`config.mk`:
```
export PLATFORM = sky130hd
export DESIGN_NAME = nibble_serial_adder
export DESIGN_NICKNAME = d
export VERILOG_FILES = /design/src/rtl/nibble_serial_adder.sv
export SDC_FILE = /design/constraint.sdc
export NUM_CORES = 1
export LEC_CHECK = 0
export ABC_AREA = 1
export CAP_MARGIN = 10
export CELL_PAD_IN_SITES_DETAIL_PLACEMENT = 0
export CELL_PAD_IN_SITES_GLOBAL_PLACEMENT = 1
export CORE_AREA = 10 10 95 97
export CTS_BUF_LIST = sky130_fd_sc_hd__clkbuf_2 sky130_fd_sc_hd__clkbuf_4 sky130_fd_sc_hd__clkbuf_8
export DETAILED_ROUTE_END_ITERATION = 16
export DIE_AREA = 0 0 105 107
export PLACE_DENSITY = 0.84
export SLEW_MARGIN = 20
export SYNTH_ARGS = -nofsm -noshare
export SYNTH_HDL_FRONTEND = slang
export SYNTH_SLANG_ARGS = --single-unit
export TNS_END_PERCENT = 10
```
`constraint.sdc`:
```
create_clock -name clk -period 3.3 [get_ports clk]
set_input_delay 0.99 -clock clk [delete_from_list [all_inputs] [get_ports clk]]
set_output_delay 0.99 -clock clk [all_outputs]
set_load 0.02 [all_outputs]
```
`src/rtl/nibble_serial_adder.sv`:
```
// nibble_serial_adder: WIDTH-bit adder, one nibble per clock through a 4-bit carry-select slice.
// Ports: clk, rst (sync, active-high); in_valid/in_ready + a, b, cin (input handshake);
//        out_valid/out_ready + sum, cout (output handshake); ovf only with SERIAL_ADD_OVF_EN.
module nibble_serial_adder #(
  parameter int WIDTH = 16
) (
  input  logic             clk,
  input  logic             rst,
  input  logic             in_valid,
  output logic             in_ready,
  input  logic [WIDTH-1:0] a,
  input  logic [WIDTH-1:0] b,
  input  logic             cin,
  output logic             out_valid,
  input  logic             out_ready,
  output logic [WIDTH-1:0] sum,
`ifdef SERIAL_ADD_OVF_EN
  output logic             ovf,
`endif
  output logic             cout
);

  localparam int NIB = WIDTH / 4;
  localparam int IW  = (NIB > 1) ? $clog2(NIB) : 1;
  localparam logic [IW-1:0] LAST = IW'(NIB - 1);

  typedef enum logic [1:0] {
    IDLE = 2'd0,
    RUN  = 2'd1,
    DONE = 2'd2
  } state_t;

  state_t           state_q;
  logic [WIDTH-1:0] a_q;
  logic [WIDTH-1:0] b_q;
  logic [WIDTH-1:0] sum_q;
  logic [WIDTH-1:0] sum_d;
  logic [IW-1:0]    idx_q;
  logic             carry_q;
  logic             cout_q;
`ifdef SERIAL_ADD_OVF_EN
  logic             ovf_q;
`endif

  logic [3:0] a_nib;
  logic [3:0] b_nib;
  logic [4:0] res0;
  logic [4:0] res1;
  logic [4:0] res;
  logic       last;

  assign a_nib = a_q[4*idx_q +: 4];
  assign b_nib = b_q[4*idx_q +: 4];

  // Both carry outcomes are formed up front; carry_q only picks one.
  assign res0 = {1'b0, a_nib} + {1'b0, b_nib};
  assign res1 = {1'b0, a_nib} + {1'b0, b_nib} + 5'd1;
  assign res  = carry_q ? res1 : res0;
  assign last = (idx_q == LAST);

  always_comb begin
    sum_d = sum_q;
    sum_d[4*idx_q +: 4] = res[3:0];
  end

  always_ff @(posedge clk) begin
    if (rst) begin
      state_q <= IDLE;
      a_q     <= '0;
      b_q     <= '0;
      sum_q   <= '0;
      idx_q   <= '0;
      carry_q <= 1'b0;
      cout_q  <= 1'b0;
`ifdef SERIAL_ADD_OVF_EN
      ovf_q   <= 1'b0;
`endif
    end else begin
      case (state_q)
        IDLE: begin
          if (in_valid) begin
            a_q     <= a;
            b_q     <= b;
            carry_q <= cin;
            idx_q   <= '0;
            sum_q   <= '0;
`ifdef SERIAL_ADD_OVF_EN
            ovf_q   <= 1'b0;
`endif
            state_q <= RUN;
          end
        end
        RUN: begin
          sum_q   <= sum_d;
          carry_q <= res[4];
          if (last) begin
            cout_q  <= res[4];
`ifdef SERIAL_ADD_OVF_EN
            // res[3] is the new sum MSB in the final nibble.
            ovf_q   <= (a_q[WIDTH-1] == b_q[WIDTH-1]) &&
                       (res[3] != a_q[WIDTH-1]);
`endif
            state_q <= DONE;
          end else begin
            idx_q <= idx_q + IW'(1);
          end
        end
        DONE: begin
          if (out_ready) state_q <= IDLE;
        end
        default: state_q <= IDLE;
      endcase
    end
  end

  assign in_ready  = (state_q == IDLE);
  assign out_valid = (state_q == DONE);
  assign sum       = sum_q;
  assign cout      = cout_q;
`ifdef SERIAL_ADD_OVF_EN
  assign ovf       = ovf_q;
`endif

endmodule

```
==> reports/qor.yml <==
r2r_cells: 12
cts_resized: 0
dp_worst_setup_slack_ns: 0.4966
cap_viol_max_count: 0
peak_clock_frequency_supported_by_timing_mhz: 350.5
finalWorstSetupSlack_ns: 0.4469
detailed_place.area_um2: 3209
die_height_um: 107
totalWireLength_um: 6418
cts_htree_levels: 2
min_delay_worst_type: "reg -> reg"
netlist_top_cells_area: "sky130_fd_sc_hd__dfxtp_1, sky130_fd_sc_hd__nand2_1, sky130_fd_sc_hd__a21oi_1"
result_of_the_run: "finished clean"
post-route-util: 0.4623
timing.clock.skew_ns: 0.01165
library_cell_used_as_clock_root_buffer: "sky130_fd_sc_hd__clkbuf_8"
cts_sinks: 54
design.final.nets: 453
starting_density_of_the_core: 0.3645
slowest_stage: "sky130_fd_sc_hd__dfxtp_1"
crit-reg2reg-capture: "sum[14]$_SDFFE_PP0P_"
setup.reg_to_reg.worst_slack_ns: 0.45
critical_path.startpoint: "idx_q[1]$_SDFFE_PP0P_"
power_per_cell_area_nw_per_um2: 448.7
period_minus_slack_ns: 2.853
whs_path_depth: 2
setup_violating_endpoint_count_in_the_final_report: 0
path_class: "reg -> reg"
stdcell_area_um2: 3299
post-synth-top-area-fraction: 0.4156
synth.cells.most_frequent: "sky130_fd_sc_hd__nand2_1, sky130_fd_sc_hd__dfxtp_1, sky130_fd_sc_hd__a21oi_1"
syn_area_per_cell_um2: 7.286
layout-drive-gt1-share: 0.07862
post-dp-hpwl_um: 4938
syn_area_um2: 2601
report.final.slew_viol_count: 0
timing_hold_violations_final: 0
total_gr_overflow: 0
critPathMaxStageDelay_ns: 0.53
crit_family: "adder cells"
synthToLayoutAreaGrowth_pct: 26.84
die-area_um2: 11240
gr-usage-all-layers: 0.1166
io-pin-count: 56
row_count: 31
cts_tree: "done"
largest_net_degree_at_the_start_of_global_routing: 34
max-clock-path-buffers: 2
worstHoldStart: "b_q[5]$_SDFFE_PP0P_"
dr.first_iter.drc_count: 111
die_width_um: 105
critical_path_peak_fanout: 11
vdd_ir_drop_max_uv: 173.3
place.port_buffers: 55
syn-num-nets: 404
postSynth.topFlopCell: "sky130_fd_sc_hd__dfxtp_1"
cp_cell_sequence: "clkinv_1, o21ai_0, o22ai_1, ha_1, fa_1, ha_1, inv_1, o21ai_1, nand2_1, nor2_2, nand3_1, a21oi_1"
cts_hold_repair.buffers: 0
drc: 0
numCtsBuffers: 5
post-cts-setup-buffer-count: 0
flip_flop_and_latch_count_after_synthesis: 54
fin_crit_sh: 0.8646
cp_data_required_time_ns: 3.54
critical_path.n_buffers_inverters: 2
global_route_wire_length_before_repair_um: 11020
reg2reg_launch_point: "idx_q[1]$_SDFFE_PP0P_"
clock_network_latency_to_the_later_pin_of_the_worst_skew_pair_ns: 0.32
hold_path_end: "b_q[5]$_SDFFE_PP0P_"
synth.yosys.warnings: 0
async_reset_ff_frac: 0
syn_inst: 357
number_of_distinct_library_cells_after_synthesis: 28
synth-seq-area-share: 0.4156
rsz0062_at_grt: "no"
antenna_cells: 0
tightest_slew_ns: 0.5922
via_per_inst: 4.646
setup.worst_path.start_class: "flip-flop"
clkTransAtPathRegs_ns: 0.10
synth_enable_flop_cells: 0
synthMostInstantiatedCell: "sky130_fd_sc_hd__nand2_1"
number_of_antenna_violations_at_the_first_check_in_global_routing: 0
timing.setup.tns_ns: 0
crit_top_cell: "sky130_fd_sc_hd__ha_1"
final_antenna_net_count: 0
fp.coreArea_um2: 7137
drt-pass1-iter-count: 4
total_leakage_power_nw: 1.246
detail_route.wl_per_cell_um: 12.68
post-synth-top-area-cell: "sky130_fd_sc_hd__dfxtp_1"
grt_pass1_vias: 2410
hold_slack_ns: 0.4675
via_count: 2351
worstPathArrival_ns: 3.09
gpl.final_weighted_congestion: 0.7905
timing.critical_path.to_type: "flip-flop"
max_slew_margin: 0.6047
where the power goes:
part	leakage [nW]	switching (mW)	total (mW)	internal [mW]
clock network	0.0441	0.219	0.369	0.149
registers	0.441	0.0236	0.709	0.685
logic	0.761	0.249	0.403	0.154
worst reg2reg max path, stage by stage (launching register included):
cell and delay (ns):
sky130_fd_sc_hd__dfxtp_1 0.53, sky130_fd_sc_hd__clkinv_1 0.35, sky130_fd_sc_hd__o21ai_0 0.17, sky130_fd_sc_hd__o22ai_1 0.10, sky130_fd_sc_hd__ha_1 0.23, sky130_fd_sc_hd__fa_1 0.51
sky130_fd_sc_hd__ha_1 0.16, sky130_fd_sc_hd__inv_1 0.07, sky130_fd_sc_hd__o21ai_1 0.17, sky130_fd_sc_hd__nand2_1 0.09, sky130_fd_sc_hd__nor2_2 0.15, sky130_fd_sc_hd__nand3_1 0.10
sky130_fd_sc_hd__a21oi_1 0.15
placed cells by master (no fill, tap or decap), types with 8 or more instances in the layout:
cell | Yosys | final
sky130_fd_sc_hd__nand3_1 | 16 | 16
sky130_fd_sc_hd__ha_1 | 9 | 9
sky130_fd_sc_hd__nand2_1 | 100 | 100
sky130_fd_sc_hd__a21oi_1 | 52 | 52
sky130_fd_sc_hd__dfxtp_1 | 54 | 54
sky130_fd_sc_hd__inv_1 | 22 | 22
sky130_fd_sc_hd__o21ai_0 | 20 | 20
sky130_fd_sc_hd__nor2_1 | 26 | 26
sky130_fd_sc_hd__o22ai_1 | 8 | 8
sky130_fd_sc_hd__clkdlybuf4s50_1 | 0 | 55
final cells by class:
cell class                 instances  area (um^2)
fill                             749         3837
multi-input combinational        257         1315
sequential                        54         1081
timing repair buffer              59        580.6
tap                               99        123.9
inverter                          29        108.9
clock buffer                       5        68.82
clock inverter                     3        21.27
how the worst max path moves through the flow:
stage,to,slack [ns],cells after the start
finish,sum[14]$_SDFFE_PP0P_,0.45,12
global route,sum[5]$_SDFFE_PP0P_,0.17,12
CTS,sum[14]$_SDFFE_PP0P_,0.46,12
detailed placement,sum[13]$_SDFFE_PP0P_,0.50,12
global placement,sum[6]$_SDFFE_PP0P_,0.65,12
floorplan,carry_q$_SDFFE_PP0P_,0.88,14
logic make-up after synthesis:
family	synth area share
simple gates	0.2698
compound gates	0.1813
flops	0.4156
buf+inv	0.07889
fa+ha+maj	0.05099
xor+xnor	0.003368
state kept, by name, summed over array words and instances, names as in the netlist:
signal   flops
carry_q      1
a_q         16
sum         16
b_q         16
idx_q        2
cout         1
state_q      2
per-layer routing:
metal  share of wire  global-route usage
met5               0                   0
met4           0.013             0.03824
met3           0.048             0.02874
met2            0.48              0.1999
met1            0.46              0.1400
through the flow:
step	power (mW)	instances
after global placement	1.123	498
after detailed placement	1.129	498
after CTS	1.497	506
after global routing	1.580	506
final	1.481	506
after floorplan	1.008	357
Power figures use the tool's default switching activity.
